$ cat src/rtl/hazard_forward_ctrl_pkg.sv
// Shared pipeline definitions for the forwarding and hazard controller.
package hazard_forward_ctrl_pkg;

    // EX operand mux select encodings
    localparam logic [1:0] FWD_REG = 2'b00;
    localparam logic [1:0] FWD_MEM = 2'b10;
    localparam logic [1:0] FWD_WB  = 2'b01;

    // Memory-wait tracking state
    typedef enum logic {
        RUN,
        WAIT
    } state_e;

endpackage

$ cat src/rtl/hazard_forward_ctrl_if.sv
// Pipeline-side bundle for the hazard controller: stage destinations and
// memory handshake in, forward selects and stall controls out.
interface hazard_forward_ctrl_if #(
    parameter int NUM_SRC = 2,
    parameter int AW      = 5,
    parameter int CNT_W   = 32
);
    logic [NUM_SRC*AW-1:0] id_rs;
    logic [NUM_SRC-1:0]    id_rs_used;
    logic [AW-1:0]         ex_rd;
    logic                  ex_RegWEn;
    logic                  ex_MemRead;
    logic [AW-1:0]         mem_rd;
    logic                  mem_RegWEn;
    logic                  mem_MemRead;
    logic                  mem_req;
    logic                  mem_ready;
    logic [AW-1:0]         wb_rd;
    logic                  wb_RegWEn;

    logic [2*NUM_SRC-1:0]  ex_fwd;
    logic [NUM_SRC-1:0]    id_wb_bypass;
    logic                  pc_stall;
    logic                  ifid_stall;
    logic                  idex_flush;
    logic                  pipe_freeze;
    logic                  err_timeout;
    logic [CNT_W-1:0]      stall_cnt;

    // Pipeline side: drives stage info, observes controls
    modport master (
        output id_rs, id_rs_used, ex_rd, ex_RegWEn, ex_MemRead,
               mem_rd, mem_RegWEn, mem_MemRead, mem_req, mem_ready,
               wb_rd, wb_RegWEn,
        input  ex_fwd, id_wb_bypass, pc_stall, ifid_stall, idex_flush,
               pipe_freeze, err_timeout, stall_cnt
    );

    // Controller side
    modport slave (
        input  id_rs, id_rs_used, ex_rd, ex_RegWEn, ex_MemRead,
               mem_rd, mem_RegWEn, mem_MemRead, mem_req, mem_ready,
               wb_rd, wb_RegWEn,
        output ex_fwd, id_wb_bypass, pc_stall, ifid_stall, idex_flush,
               pipe_freeze, err_timeout, stall_cnt
    );

endinterface

$ cat src/rtl/hazard_forward_ctrl_fwd_src_match.sv
// Per-source producer matching: picks the youngest usable producer for one
// ID source operand and flags load-use and WB-bypass conditions.
module fwd_src_match
    import hazard_forward_ctrl_pkg::*;
#(
    parameter int AW = 5
) (
    input  logic [AW-1:0] rs_i,
    input  logic          used_i,
    input  logic [AW-1:0] ex_rd_i,
    input  logic          ex_regwen_i,
    input  logic          ex_memread_i,
    input  logic [AW-1:0] mem_rd_i,
    input  logic          mem_regwen_i,
    input  logic [AW-1:0] wb_rd_i,
    input  logic          wb_regwen_i,
    output logic [1:0]    nf_o,
    output logic          bypass_o,
    output logic          load_use_o
);

    logic ex_hit;
    logic mem_hit;
    logic wb_hit;

    // x0 is hardwired zero, so a zero destination never counts as a producer
    assign ex_hit  = used_i & ex_regwen_i  & (ex_rd_i  == rs_i) & (ex_rd_i  != '0);
    assign mem_hit = used_i & mem_regwen_i & (mem_rd_i == rs_i) & (mem_rd_i != '0);
    assign wb_hit  = used_i & wb_regwen_i  & (wb_rd_i  == rs_i) & (wb_rd_i  != '0);

    // Youngest producer wins; a load in EX has no data yet and falls through
    always_comb begin
        nf_o = FWD_REG;
        if (ex_hit && !ex_memread_i) begin
            nf_o = FWD_MEM;
        end else if (mem_hit) begin
            nf_o = FWD_WB;
        end
    end

    assign bypass_o   = wb_hit;
    assign load_use_o = ex_hit & ex_memread_i;

endmodule

$ cat src/rtl/hazard_forward_ctrl.sv
// Forwarding and hazard controller for the 5-stage pipeline: registered EX
// forward selects, load-use bubbles, memory-wait freeze, timeout flag and
// stall performance counter.
module hazard_forward_ctrl
    import hazard_forward_ctrl_pkg::*;
#(
    parameter int NUM_SRC  = 2,
    parameter int AW       = 5,
    parameter int MAX_WAIT = 15,
    parameter int CNT_W    = 32
) (
    input  logic                 clk,
    input  logic                 rst,
    hazard_forward_ctrl_if.slave bus
);

    localparam int             WCW        = $clog2(MAX_WAIT + 1);
    localparam logic [WCW-1:0] WAIT_LIMIT = WCW'(MAX_WAIT);

    logic [2*NUM_SRC-1:0] nf;
    logic [NUM_SRC-1:0]   bypass_raw;
    logic [NUM_SRC-1:0]   lu_vec;
    logic                 load_use;
    logic                 mem_wait;
    logic                 pc_stall;
    logic                 idex_flush;
    logic                 pipe_freeze;

    state_e               state_q, state_d;
    logic [WCW-1:0]       wcnt_q, wcnt_d;
    logic                 err_q, err_d;
    logic [2*NUM_SRC-1:0] fwd_q, fwd_d;
    logic [CNT_W-1:0]     scnt_q, scnt_d;

    for (genvar i = 0; i < NUM_SRC; i++) begin : g_src
        fwd_src_match #(.AW(AW)) u_match (
            .rs_i         (bus.id_rs[i*AW +: AW]),
            .used_i       (bus.id_rs_used[i]),
            .ex_rd_i      (bus.ex_rd),
            .ex_regwen_i  (bus.ex_RegWEn),
            .ex_memread_i (bus.ex_MemRead),
            .mem_rd_i     (bus.mem_rd),
            .mem_regwen_i (bus.mem_RegWEn),
            .wb_rd_i      (bus.wb_rd),
            .wb_regwen_i  (bus.wb_RegWEn),
            .nf_o         (nf[2*i +: 2]),
            .bypass_o     (bypass_raw[i]),
            .load_use_o   (lu_vec[i])
        );
    end

    assign load_use = |lu_vec;
    assign mem_wait = bus.mem_req & ~bus.mem_ready;

    // Stall decode: a memory wait freezes everything and outranks a load bubble
    always_comb begin
        pc_stall    = 1'b0;
        idex_flush  = 1'b0;
        pipe_freeze = 1'b0;
        if (!rst) begin
            if (mem_wait) begin
                pc_stall    = 1'b1;
                pipe_freeze = 1'b1;
            end else if (load_use) begin
                pc_stall   = 1'b1;
                idex_flush = 1'b1;
            end
        end
    end

    // Wait FSM next state; counter counts consecutive wait cycles including the entry cycle
    always_comb begin
        state_d = state_q;
        wcnt_d  = wcnt_q;
        err_d   = err_q;
        case (state_q)
            RUN: begin
                if (mem_wait) begin
                    state_d = WAIT;
                    wcnt_d  = WCW'(1);
                end else begin
                    wcnt_d  = '0;
                end
            end
            WAIT: begin
                if (mem_wait) begin
                    wcnt_d = (wcnt_q == WAIT_LIMIT) ? WAIT_LIMIT : wcnt_q + 1'b1;
                end else begin
                    state_d = RUN;
                    wcnt_d  = '0;
                end
            end
            default: begin
                state_d = RUN;
                wcnt_d  = '0;
            end
        endcase
        if (mem_wait && (wcnt_d == WAIT_LIMIT)) begin
            err_d = 1'b1;
        end
    end

    // Forward select and stall counter next values
    always_comb begin
        fwd_d = nf;
        if (pipe_freeze) begin
            fwd_d = fwd_q;
        end else if (idex_flush) begin
            fwd_d = '0;
        end
        scnt_d = pc_stall ? scnt_q + 1'b1 : scnt_q;
    end

    // Wait FSM state register
    always_ff @(posedge clk or posedge rst) begin
        if (rst) begin
            state_q <= RUN;
            wcnt_q  <= '0;
            err_q   <= 1'b0;
        end else begin
            state_q <= state_d;
            wcnt_q  <= wcnt_d;
            err_q   <= err_d;
        end
    end

    // EX forward select and stall counter registers
    always_ff @(posedge clk or posedge rst) begin
        if (rst) begin
            fwd_q  <= '0;
            scnt_q <= '0;
        end else begin
            fwd_q  <= fwd_d;
            scnt_q <= scnt_d;
        end
    end

    assign bus.ex_fwd       = fwd_q;
    assign bus.id_wb_bypass = rst ? '0 : bypass_raw;
    assign bus.pc_stall     = pc_stall;
    assign bus.ifid_stall   = pc_stall;
    assign bus.idex_flush   = idex_flush;
    assign bus.pipe_freeze  = pipe_freeze;
    assign bus.err_timeout  = err_q;
    assign bus.stall_cnt    = scnt_q;

endmodule

$ cat src/flat_wrapper.sv
// flat-port wrapper written by rule: the top's interface ports become plain ports
module hazard_forward_ctrl_flat import hazard_forward_ctrl_pkg::*;
#(
    parameter int NUM_SRC  = 2,
    parameter int AW       = 5,
    parameter int MAX_WAIT = 15,
    parameter int CNT_W    = 32
)
  (clk, rst, bus_id_rs, bus_id_rs_used, bus_ex_rd, bus_ex_RegWEn, bus_ex_MemRead, bus_mem_rd, bus_mem_RegWEn, bus_mem_MemRead, bus_mem_req, bus_mem_ready, bus_wb_rd, bus_wb_RegWEn, bus_ex_fwd, bus_id_wb_bypass, bus_pc_stall, bus_ifid_stall, bus_idex_flush, bus_pipe_freeze, bus_err_timeout, bus_stall_cnt);
  hazard_forward_ctrl_if #(.NUM_SRC(NUM_SRC), .AW(AW), .CNT_W(CNT_W)) bus_i ();
  input  logic clk;
  input  logic rst;
  input wire logic [$bits(bus_i.id_rs)-1:0] bus_id_rs;
  input wire logic [$bits(bus_i.id_rs_used)-1:0] bus_id_rs_used;
  input wire logic [$bits(bus_i.ex_rd)-1:0] bus_ex_rd;
  input wire logic [$bits(bus_i.ex_RegWEn)-1:0] bus_ex_RegWEn;
  input wire logic [$bits(bus_i.ex_MemRead)-1:0] bus_ex_MemRead;
  input wire logic [$bits(bus_i.mem_rd)-1:0] bus_mem_rd;
  input wire logic [$bits(bus_i.mem_RegWEn)-1:0] bus_mem_RegWEn;
  input wire logic [$bits(bus_i.mem_MemRead)-1:0] bus_mem_MemRead;
  input wire logic [$bits(bus_i.mem_req)-1:0] bus_mem_req;
  input wire logic [$bits(bus_i.mem_ready)-1:0] bus_mem_ready;
  input wire logic [$bits(bus_i.wb_rd)-1:0] bus_wb_rd;
  input wire logic [$bits(bus_i.wb_RegWEn)-1:0] bus_wb_RegWEn;
  output wire logic [$bits(bus_i.ex_fwd)-1:0] bus_ex_fwd;
  output wire logic [$bits(bus_i.id_wb_bypass)-1:0] bus_id_wb_bypass;
  output wire logic [$bits(bus_i.pc_stall)-1:0] bus_pc_stall;
  output wire logic [$bits(bus_i.ifid_stall)-1:0] bus_ifid_stall;
  output wire logic [$bits(bus_i.idex_flush)-1:0] bus_idex_flush;
  output wire logic [$bits(bus_i.pipe_freeze)-1:0] bus_pipe_freeze;
  output wire logic [$bits(bus_i.err_timeout)-1:0] bus_err_timeout;
  output wire logic [$bits(bus_i.stall_cnt)-1:0] bus_stall_cnt;
  assign bus_i.id_rs = bus_id_rs;
  assign bus_i.id_rs_used = bus_id_rs_used;
  assign bus_i.ex_rd = bus_ex_rd;
  assign bus_i.ex_RegWEn = bus_ex_RegWEn;
  assign bus_i.ex_MemRead = bus_ex_MemRead;
  assign bus_i.mem_rd = bus_mem_rd;
  assign bus_i.mem_RegWEn = bus_mem_RegWEn;
  assign bus_i.mem_MemRead = bus_mem_MemRead;
  assign bus_i.mem_req = bus_mem_req;
  assign bus_i.mem_ready = bus_mem_ready;
  assign bus_i.wb_rd = bus_wb_rd;
  assign bus_i.wb_RegWEn = bus_wb_RegWEn;
  assign bus_ex_fwd = bus_i.ex_fwd;
  assign bus_id_wb_bypass = bus_i.id_wb_bypass;
  assign bus_pc_stall = bus_i.pc_stall;
  assign bus_ifid_stall = bus_i.ifid_stall;
  assign bus_idex_flush = bus_i.idex_flush;
  assign bus_pipe_freeze = bus_i.pipe_freeze;
  assign bus_err_timeout = bus_i.err_timeout;
  assign bus_stall_cnt = bus_i.stall_cnt;
  hazard_forward_ctrl #(.NUM_SRC(NUM_SRC), .AW(AW), .MAX_WAIT(MAX_WAIT), .CNT_W(CNT_W)) u_core (.clk(clk), .rst(rst), .bus(bus_i));
endmodule
$ cat config.mk
export PLATFORM = sky130hd
export DESIGN_NAME = hazard_forward_ctrl_flat
export DESIGN_NICKNAME = d
export VERILOG_FILES = /design/src/rtl/hazard_forward_ctrl_pkg.sv /design/src/rtl/hazard_forward_ctrl_if.sv /design/src/rtl/hazard_forward_ctrl_fwd_src_match.sv /design/src/rtl/hazard_forward_ctrl.sv /design/src/flat_wrapper.sv
export SDC_FILE = /design/constraint.sdc
export NUM_CORES = 1
export LEC_CHECK = 0
export CAP_MARGIN = 20
export CORE_ASPECT_RATIO = 1.1
export CORE_MARGIN = 2
export CORE_UTILIZATION = 45
export CTS_BUF_LIST = sky130_fd_sc_hd__clkbuf_4 sky130_fd_sc_hd__clkbuf_8
export DETAILED_ROUTE_END_ITERATION = 10
export DONT_BUFFER_PORTS = 1
export PLACE_DENSITY = 0.63
export SLEW_MARGIN = 15
export SYNTH_ARGS = -nofsm -noshare
export SYNTH_HDL_FRONTEND = slang
export SYNTH_HIERARCHICAL = 1
export SYNTH_SLANG_ARGS = --single-unit
$ cat constraint.sdc
create_clock -name clk -period 5.3 [get_ports clk]
set_input_delay 1.59 -clock clk [delete_from_list [all_inputs] [get_ports clk]]
set_output_delay 1.59 -clock clk [all_outputs]
set_load 0.05 [all_outputs]
==> results.txt <==
The final wirelength came out at a little over 5000 um. The normalized max-slew margin is 0.429. The initial core utilization is 0.459. After clock tree synthesis, the clock-pin slew on the worst setup and hold paths is ~0.07 ns.

The biggest area contributor in the post-synthesis netlist is sky130_fd_sc_hd__dfrtp_1. After detailed routing, the average wire length per cell comes to 15.9 um. The first-pass GRT wire length came out at 8500 um. The library cell used most frequently in the layout, excluding fill and tap cells, is sky130_fd_sc_hd__xnor2_1. The total negative setup slack is 0 ns. The cell area after synthesis came out at 0.00244 mm2.

The global routing met2 resource utilization came out at 0.309. The final estimated routing congestion in global placement came out at approximately 0.81. The final number of hold-violating endpoints is 0. The critical path is of the in -> out type. Setup repair after global routing left no endpoint under its margin. The post-synthesis sequential area ratio came out at 0.430.

The met1 usage in global routing came out at 0.209. The fraction of layout cells with a size suffix above 1 is 0.115. The number of max-slew violations in the final report came out at 0. The area share of the largest cell type after synthesis is 0.430. The detailed-placement wirelength estimate came out at between 4000 and 5000 um.

From synthesis to final layout, the design area changed by 9.17%. In the routed layout, each cell is associated on average with a via count of between 5 and 6. The transition time at the pin with the least slew margin came out at between 0.8 and 0.9 ns. The quantity of I/O buffers inserted on ports is 0. Data on the critical path is required at its endpoint by 3.71 ns. The reg-to-reg setup timing slack is between 2 and 3 ns. The DRC violations left came out at 0. The detailed router placed between 1500 and 2000 vias in this run.

By area the synthesized netlist is led by sky130_fd_sc_hd__dfrtp_1, sky130_fd_sc_hd__xnor2_1, sky130_fd_sc_hd__xor2_1, sky130_fd_sc_hd__nand2_1, sky130_fd_sc_hd__nand3_1. The placed cell count is 320. The number of clock sinks seen by CTS came out at 42. The worst clock skew came out at 0.0126 ns.

The total setup violations reported at the end of the flow came out at 0. The timing-limited maximum frequency came out at 209 MHz. The kind of end point of the critical path is an output pin.

The count of nets left with antenna violations once routing finished came out at 0. The power density normalized to cell area is about 280 mW/mm2. Entering global routing, the biggest net connects 29 pins. The maximum VDD drop is about 0.00016 V.

In the synthesized netlist, the number of instances is roughly 240. The number of nets at the end of the flow came out at between 200 and 300. The final cell utilization of the core is 0.501. The die is approximately 74 um wide.

Of the available clock period, the critical path in the final layout requires 0.901. The arrival time at the worst endpoint is ~3.2 ns. The critical path launch point type is a primary input. The total clock buffers created by CTS is 5. The initial antenna violation count came out at 0. The maximum fanout along the worst path is 4.

The count of cells in the finished layout, fillers not included, comes to between 300 and 400. The number of H-tree branching levels is 2. Post-CTS timing repair inserted 0 buffers for setup.

The vertical die dimension came out at ~81 um. The synthesized area per cell came out at between 10 and 15 um2. At the placement stage, the worst setup path has a slack of 0.514 ns.

The synthesized design contains 42 register bits. The top cell types in the final layout, fill and taps aside, are sky130_fd_sc_hd__xnor2_1, sky130_fd_sc_hd__dfrtp_1, sky130_fd_sc_hd__nand2_1. The die area came out at between 0.006 and 0.007 mm2. The number of global-route vias before repair is ~1800.

The core region is ~0.0053 mm2. The global-route track usage on met3 is 0.0695. The number of resized instances in the post-cts repair step came out at 0. The number of antenna diodes in the final layout is 0. In this run the worst hold path is classified as reg -> reg. Setup slack on the critical path of the routed design comes to approximately 0.53 ns. The clock passes through at most 2 buffers. The number of ports placed on the die boundary came out at 79.

After floorplanning, the core was divided into 28 placement rows. The number of DRC violations after detailed-routing iteration 0 is 55. Counting distinct cell types in the post-synthesis netlist gives 38.

For the worst-skew pair, the clock arrives at the later sink with an insertion delay of 0.30 ns. Before antenna repair, the detailed router went through 4 iterations. The number of max-cap violations came out at 0. The number of nets handed over by synthesis was 281. The run finished with clean final reports. The overall global routing resource usage is 0.184. met2 is the most crowded layer. The tree is rooted in a sky130_fd_sc_hd__clkbuf_8. The total global routing overflow came out at 0. The count of synthesis-stage warnings from yosys is 6.

The minimum clock period is 4.77 ns. For this design the static power due to leakage is around 1.2 nW. The cts-stage hold buffer count came out at 0. TritonCTS built the clock tree.
[cell families after synthesis]
| logic type | after synthesis | synth area share |
|---|---|---|
| DFF | 42 | 0.430 |
| AOI/OAI and AO/OA | 19 | 0.0646 |
| buffers and inverters | 16 | 0.0343 |
| and+or+nand+nor | 107 | 0.256 |
| adders and majority gates | 2 | 0.0102 |
| xor gates and xnor gates | 57 | 0.204 |
[final cells by class]
type,count,area [um2]
well taps,75,93.8
flip-flops and latches,42,1050
clock inverters,2,37.5
multi-input cells,185,1310
inverters,11,42.5
clock buffers,6,76.3
fillers,510,2660
repair buffers,7,52.6
[final timing paths]
check | from | to | cells after the start
max | bus_ex_rd[0] | bus_ifid_stall | 7
min | u_core/state_q$_DFF_PP0_ | u_core/wcnt_q[0]$_DFF_PP0_ | 1
max reg2reg | u_core/bus.stall_cnt[10]$_DFFE_PP0P_ | u_core/bus.stall_cnt[28]$_DFFE_PP0P_ | 5
min reg2reg | u_core/state_q$_DFF_PP0_ | u_core/wcnt_q[0]$_DFF_PP0_ | 1
max in group asynchronous | rst | u_core/bus.stall_cnt[25]$_DFFE_PP0P_ | 2
min in group asynchronous | rst | u_core/bus.stall_cnt[9]$_DFFE_PP0P_ | 1
[worst max-delay path: stages]
cell and delay [ns]:
sky130_fd_sc_hd__or4_1 0.53, sky130_fd_sc_hd__nor2_2 0.14, sky130_fd_sc_hd__nor4_1 0.07, sky130_fd_sc_hd__and4_1 0.17, sky130_fd_sc_hd__nor2_1 0.15, sky130_fd_sc_hd__a21o_1 0.18
sky130_fd_sc_hd__clkinv_2 0.35
[where the power goes]
part           switching [W]  internal (W)  total [W]
Combinational      0.0000357     0.0000353  0.0000710
Sequential         0.0000910      0.000336   0.000427
Clock               0.000109      0.000146   0.000254
[sequential cells by signal, summed over array words and instances, names as in the netlist]
register / flops
u_core/bus.stall_cnt: 32
u_core/bus.err_timeout: 1
u_core/state_q: 1
u_core/wcnt_q: 4
u_core/bus.ex_fwd: 4
[metrics by stage]
| stage | total power (W) | hold slack, ns | instance area [um2] |
|---|---|---|---|
| global route | 0.000788 | 0.514 | 2670 |
| CTS | 0.000759 | 0.499 | 2670 |
| detailed placement | 0.000506 | 0.488 | 2550 |
| floorplan | 0.000488 | 0.456 | 2440 |
| global placement | 0.000504 | 0.471 | 2550 |
| finish | 0.000752 | 0.498 | 2670 |
[synthesized netlist by cell type (all sizes together)]
| library cell | count |
|---|---|
| and4 | 6 |
| a31o | 1 |
| nand3b | 1 |
| a21oi | 2 |
| o21ai | 4 |
| a21boi | 1 |
| nor2b | 3 |
| o2111ai | 4 |
| nor2 | 17 |
| nor3 | 9 |
| or4 | 2 |
| clkinv | 1 |
| or3 | 2 |
| inv | 10 |
| nor4 | 10 |
| nand2b | 1 |
| a22o | 4 |
| a21o | 1 |
| dfrtp | 42 |
| or2 | 1 |
| xnor2 | 46 |
| nand2 | 21 |
| a2111oi | 1 |
| xor2 | 11 |
| ha | 2 |
| nand4 | 13 |
| a31oi | 1 |
| buf | 5 |
| and3 | 7 |
| nand3 | 14 |
[metal layers]
metal,up-vias,wire [um]
met3,8,455
li1,869,-
met2,71,2650
met1,855,2010
met5,-,0
met4,0,87
Power figures use the tool's default switching activity.
